<file path="src/rtl/sdc_bus_if.sv">
// sdc_bus_if: CoCo3 SD controller CPU bus decode, access strobes and HALT handshake.
// Ports: CLK/RESET (async, active-high); CPU_* bus inputs and E_FALL cycle marker;
// MPI_SCS_SLOT slot select; SDC_HALT_REQ/SDC_READ_DATA from the core; ADDRESS,
// SDC_DATA_IN, SDC_WR, SDC_RD, CLK_EN, SDC_EN to the core; CPU_DIN/CPU_DIN_EN read
// path; CPU_HALT_N, HALT_ACK, HALT_TO halt handshake. Optional HALT timeout is
// enabled by defining COCO3_SDC_HALT_TIMEOUT_EN.
module sdc_bus_if #(
  parameter logic [1:0]  SLOT         = 2'd3,
  parameter logic [19:0] HALT_TIMEOUT = 20'd1000000
) (
  input  logic        CLK,
  input  logic        RESET,
  input  logic [15:0] CPU_ADDR,
  input  logic        CPU_RW,
  input  logic [7:0]  CPU_DATA_OUT,
  input  logic        E_FALL,
  input  logic        CPU_BA,
  input  logic        CPU_BS,
  input  logic [1:0]  MPI_SCS_SLOT,
  input  logic        SDC_HALT_REQ,
  input  logic [7:0]  SDC_READ_DATA,
  output logic [3:0]  ADDRESS,
  output logic [7:0]  SDC_DATA_IN,
  output logic        SDC_WR,
  output logic        SDC_RD,
  output logic        CLK_EN,
  output logic        SDC_EN,
  output logic [7:0]  CPU_DIN,
  output logic        CPU_DIN_EN,
  output logic        CPU_HALT_N,
  output logic        HALT_ACK,
  output logic        HALT_TO
);
  typedef enum logic [1:0] {H_IDLE, H_ASSERT, H_HALTED, H_RELEASE} h_state_t;
  h_state_t r_state, w_next;
  logic w_sel, w_to_hit, w_block;
  assign w_sel      = (CPU_ADDR[15:4] == 12'hFF4) & ~CPU_BA;
  assign CPU_DIN    = SDC_READ_DATA;
  assign CPU_DIN_EN = w_sel & CPU_RW;
  assign CPU_HALT_N = ~(r_state == H_ASSERT || r_state == H_HALTED);
  assign HALT_ACK   = r_state == H_HALTED;
  always_ff @(posedge CLK or posedge RESET)
    if (RESET) begin
      ADDRESS     <= '0;
      SDC_DATA_IN <= '0;
      SDC_WR      <= 1'b0;
      SDC_RD      <= 1'b0;
      CLK_EN      <= 1'b0;
      SDC_EN      <= 1'b0;
      r_state     <= H_IDLE;
    end else begin
      ADDRESS     <= w_sel ? CPU_ADDR[3:0] : ADDRESS;
      SDC_DATA_IN <= w_sel ? CPU_DATA_OUT : SDC_DATA_IN;
      SDC_WR      <= E_FALL & w_sel & ~CPU_RW;
      SDC_RD      <= E_FALL & w_sel & CPU_RW;
      CLK_EN      <= E_FALL & w_sel;
      SDC_EN      <= MPI_SCS_SLOT == SLOT;
      r_state     <= w_next;
    end
  always_comb begin
    w_next = r_state;
    case (r_state)
      H_IDLE:    w_next = (SDC_HALT_REQ & ~w_block) ? H_ASSERT : H_IDLE;
      H_ASSERT:  w_next = (~SDC_HALT_REQ | w_to_hit) ? H_RELEASE : (CPU_BA & CPU_BS) ? H_HALTED : H_ASSERT;
      H_HALTED:  w_next = (~SDC_HALT_REQ | w_to_hit) ? H_RELEASE : H_HALTED;
      H_RELEASE: w_next = H_IDLE;
      default:   w_next = H_IDLE;
    endcase
  end
`ifdef COCO3_SDC_HALT_TIMEOUT_EN
  logic [19:0] r_cnt;
  logic        r_block, r_to;
  // Counter is zero whenever the FSM is outside the halt states, so it starts
  // at zero on every entry to H_ASSERT.
  assign w_to_hit = (r_state == H_ASSERT || r_state == H_HALTED) && r_cnt == HALT_TIMEOUT - 20'd1;
  assign w_block  = r_block;
  assign HALT_TO  = r_to;
  always_ff @(posedge CLK or posedge RESET)
    if (RESET) begin
      r_cnt   <= '0;
      r_block <= 1'b0;
      r_to    <= 1'b0;
    end else begin
      r_cnt   <= (r_state == H_ASSERT || r_state == H_HALTED) ? r_cnt + 20'd1 : '0;
      r_block <= w_to_hit | (r_block & SDC_HALT_REQ);
      r_to    <= r_to | w_to_hit;
    end
`else
  assign w_to_hit = 1'b0;
  assign w_block  = 1'b0;
  assign HALT_TO  = 1'b0;
`endif
endmodule
</file>
<file path="config.mk">
export PLATFORM = sky130hd
export DESIGN_NAME = sdc_bus_if
export DESIGN_NICKNAME = d
export VERILOG_FILES = /design/src/rtl/sdc_bus_if.sv
export SDC_FILE = /design/constraint.sdc
export NUM_CORES = 1
export LEC_CHECK = 0
export ABC_CLOCK_PERIOD_IN_PS = 1690
export CAP_MARGIN = 25
export CORE_MARGIN = 1.5
export CORE_UTILIZATION = 31
export CTS_BUF_LIST = sky130_fd_sc_hd__clkbuf_2 sky130_fd_sc_hd__clkbuf_4 sky130_fd_sc_hd__clkbuf_8
export CTS_CLUSTER_DIAMETER = 100
export CTS_CLUSTER_SIZE = 12
export DETAILED_ROUTE_END_ITERATION = 12
export PLACE_DENSITY = 0.86
export SLEW_MARGIN = 5
export SYNTH_ARGS = -nofsm -noshare
export SYNTH_HDL_FRONTEND = slang
export SYNTH_SLANG_ARGS = --single-unit
</file>
<file path="constraint.sdc">
create_clock -name CLK -period 1.69 [get_ports CLK]
set_clock_uncertainty 0.1 [all_clocks]
set_input_delay 0.338 -clock CLK [delete_from_list [all_inputs] [get_ports CLK]]
set_output_delay 0.338 -clock CLK [all_outputs]
set_load 0.05 [all_outputs]
</file>
==> results.py, run 1 <==
metrics = {
    "cells_and_area": {
        "nNetsFinal": 163,
        "mostFrequentLayoutCells": "buf_4, clkdlybuf4s50_1, dfrtp_1, mux2_4, dlygate4sd2_1",
        "fill_cells": 246,
        "multi_input_area_um2": 380,
        "mostFrequentLayoutCell": "buf_4",
        "syn_to_final_growth_pct": 61.7,
        "seqCellArea_um2": 450,
        "num_antenna_cells": 0,
        "post_route_cells_drive_above_1_share_pct": 50.0,
    },
    "placed_design": {
        "port_buffers": 51,
        "globalplace.congestion": 0.660,
        "place_ws_ns": -0.787,
        "place_hpwl_mm": 1.50,
    },
    "power_and_ir_drop": {
        "power_switching_w": 0.000392,
        "power.internal_w": 0.000862,
        "p_comb_share_pct": 42.2,
        "p_per_area_nw_per_um2": 865,
        "peakVddDrop_v": 0.00106,
        "sw_frac_of_total_pct": 31.2,
        "clockPowerShare_pct": 20.5,
        "p_leak_nw": 0.758,
        "seq_power_share_pct": 37.4,
    },
    "critical_path": {
        "cp_top_family": "simple AND/OR/NAND/NOR gates",
        "critPathArrivalTime_ns": 2.11,
        "cp_data_required_time_ns": 1.77,
        "crit_path_max_incr_delay_ns": 0.78,
        "start_kind": "input pin",
        "cp-end-kind": "flop",
        "crit_path_top_delay_cell": "or4_2",
        "crit_fanout": 6,
        "crit_buf_inv": 1,
        "crit_chain": "buf_6 -> or4_4 -> or4_2 -> mux2_4",
        "path_class": "in -> reg",
    },
    "detailed_routing": {
        "routedWlPerCell_um": 13.6,
        "drcViolationCount": 0,
        "drt_wl_total_mm": 2.03,
        "antenna_left": 0,
        "viasPerCell": 4.55,
        "num_vias": 678,
        "firstDrtPassIters": 3,
        "drt_iter0_markers": 9,
    },
    "global_route": {
        "grt_first_pass_wirelength_mm": 3.33,
        "overflow": 0,
        "grt_usage_pct": 13.3,
        "grt_antenna_before_repair": 0,
        "grt_start_max_net_pins": 19,
        "grt_pass1_vias": 762,
    },
    "floorplan": {
        "fp.dieH_um": 56.8,
        "die_width_um": 56.8,
        "initial_core_util_pct": 32.5,
        "row_count": 19,
        "core_area_um2": 2760,
        "io-pin-count": 69,
        "die_area_um2": 3220,
    },
    "cts": {
        "cts.htree.levels": 1,
        "cts_root_buf": "clkbuf_4",
        "ctsHoldBuffers": 0,
        "clockBufferDepth": 2,
        "clock_latency_ns": 0.28,
        "clkSinkCount": 18,
        "cts_tree": "built",
        "path_clk_slew_ns": 0.10,
        "cts_buffers": 3,
    },
    "sta": {
        "fin_ws_ns": -0.338,
        "setup_violations": 14,
        "period_share_pct": 120,
        "fmax_mhz": 493,
        "rsz0062_at_grt": "true",
        "period_needed_ns": 2.03,
        "hold_viol_final": 0,
        "hold_slack_ns": 0.251,
        "maxSlewViolCount": 0,
        "tns_ns": -3.21,
    },
    "synthesis": {
        "syn-cell-area_um2": 896,
        "ys_ff_latch": 18,
        "synth-main-ff-cell": "dfrtp_1",
        "synth_nets": 110,
        "syn_avg_cell_area_um2": 13.6,
        "ys_seq_area_share_pct": 50.3,
        "synth_async_sr_flop_share_pct": 100,
        "synthCells": 66,
        "yosysWarnings": 0,
        "yosysUniqueCellTypes": 21,
        "synth_edf_count": 0,
    },
    "min_path": {
        "min-delay-path-class": "in -> async",
    },
    "outcome": {
        "violations": "negative setup slack",
        "status": "finished, violations left",
    },
    "job": {
        "max_cap_violations": 0,
    },
}
-- power by group through the flow --
stage | combinational (W) | sequential, W | clock, W
floorplan | 0.000274 | 0.000485 | 0
global placement | 0.000447 | 0.000478 | 0
detailed placement | 0.000462 | 0.000481 | 0
CTS | 0.000493 | 0.000464 | 0.000270
global route | 0.000570 | 0.000471 | 0.000291
finish | 0.000529 | 0.000469 | 0.000256
-- metrics by stage --
stage	instances	util, %	power (W)	instance area [um2]
after detailed placement	141	49.6	0.000942	1370
after CTS	148	51.9	0.00123	1430
after global routing	149	52.5	0.00133	1450
final	149	52.5	0.00125	1450
after global placement	141	49.6	0.000925	1370
after floorplan	66	-	0.000758	898
-- Yosys cell counts (2+ instances only) --
master,instances,area share [%]
dfrtp_1,18,50
buf_4,9,7.5
mux2_4,9,15
inv_1,4,1.7
mux2_2,4,5.0
and2_1,3,2.1
ha_1,3,4.2
nand2_1,2,0.84
or4_4,2,2.5
-- final timing paths --
kind                        startpoint              to  slack [ns]  cells past startpoint
max in group asynchronous        RESET          SDC_RD        1.04                      3
min                              RESET  SDC_DATA_IN[1]        0.25                      3
min reg2reg                 ADDRESS[0]      ADDRESS[0]        0.42                      1
min in group CLK            ADDRESS[0]      ADDRESS[0]        0.42                      1
max reg2reg                 r_state[0]            flop        0.34                      4
max                        CPU_ADDR[7]  SDC_DATA_IN[4]       -0.34                      4
-- cells by family after synthesis --
kind of cell	after synthesis	share of synthesized area, %
other	1	0.419
adders and majority gates	3	4.19
muxes	14	21.2
DFF	18	50.3
AOI/OAI and AO/OA	3	2.23
buffers and inverters	15	12.7
and+or+nand+nor	12	8.94
-- area by class of cell --
class / instances / share of cell area, %
Timing Repair Buffer: 58 / 36.4
Sequential cell: 18 / 31.1
Multi-Input combinational cell: 34 / 26.3
Tap cell: 31 / 2.68
Clock buffer: 4 / 2.50
Inverter: 4 / 1.04
-- tightest hold or removal path: stages --
cell and delay (ns):
clkdlybuf4s50_1 0.39, inv_1 0.05, buf_4 0.24
-- what timing repair did --
action,in CTS,in global routing
setup buffers,3,0
endpoints found under the setup margin,17,15
resized for setup,25,6
gates cloned,0,1
pin swaps,4,1
-- layer usage --
metal / GRT usage (%) / vias up / wire length [um]
met5: 0 / - / 0
met4: 1.33 / 0 / 0
met3: 5.53 / 0 / 173
met2: 24.1 / 30 / 1060
met1: 15.0 / 329 / 800
li1: - / 319 / -
-- registers in the layout, indices dropped and copies added (netlist names), named ones only --
name and count:
SDC_DATA_IN 8, ADDRESS 4, CLK_EN 1, SDC_EN 1
SDC_RD 1, SDC_WR 1, r_state 1
Note: power is estimated with default switching activity, not from simulation.
==> inputs of run 2 (changes only) <==
Settings changed: GPL_ROUTABILITY_DRIVEN from default to 0.
==> results of run 2 <==
Final layout, timing and power as in run 1 (identical DEF).
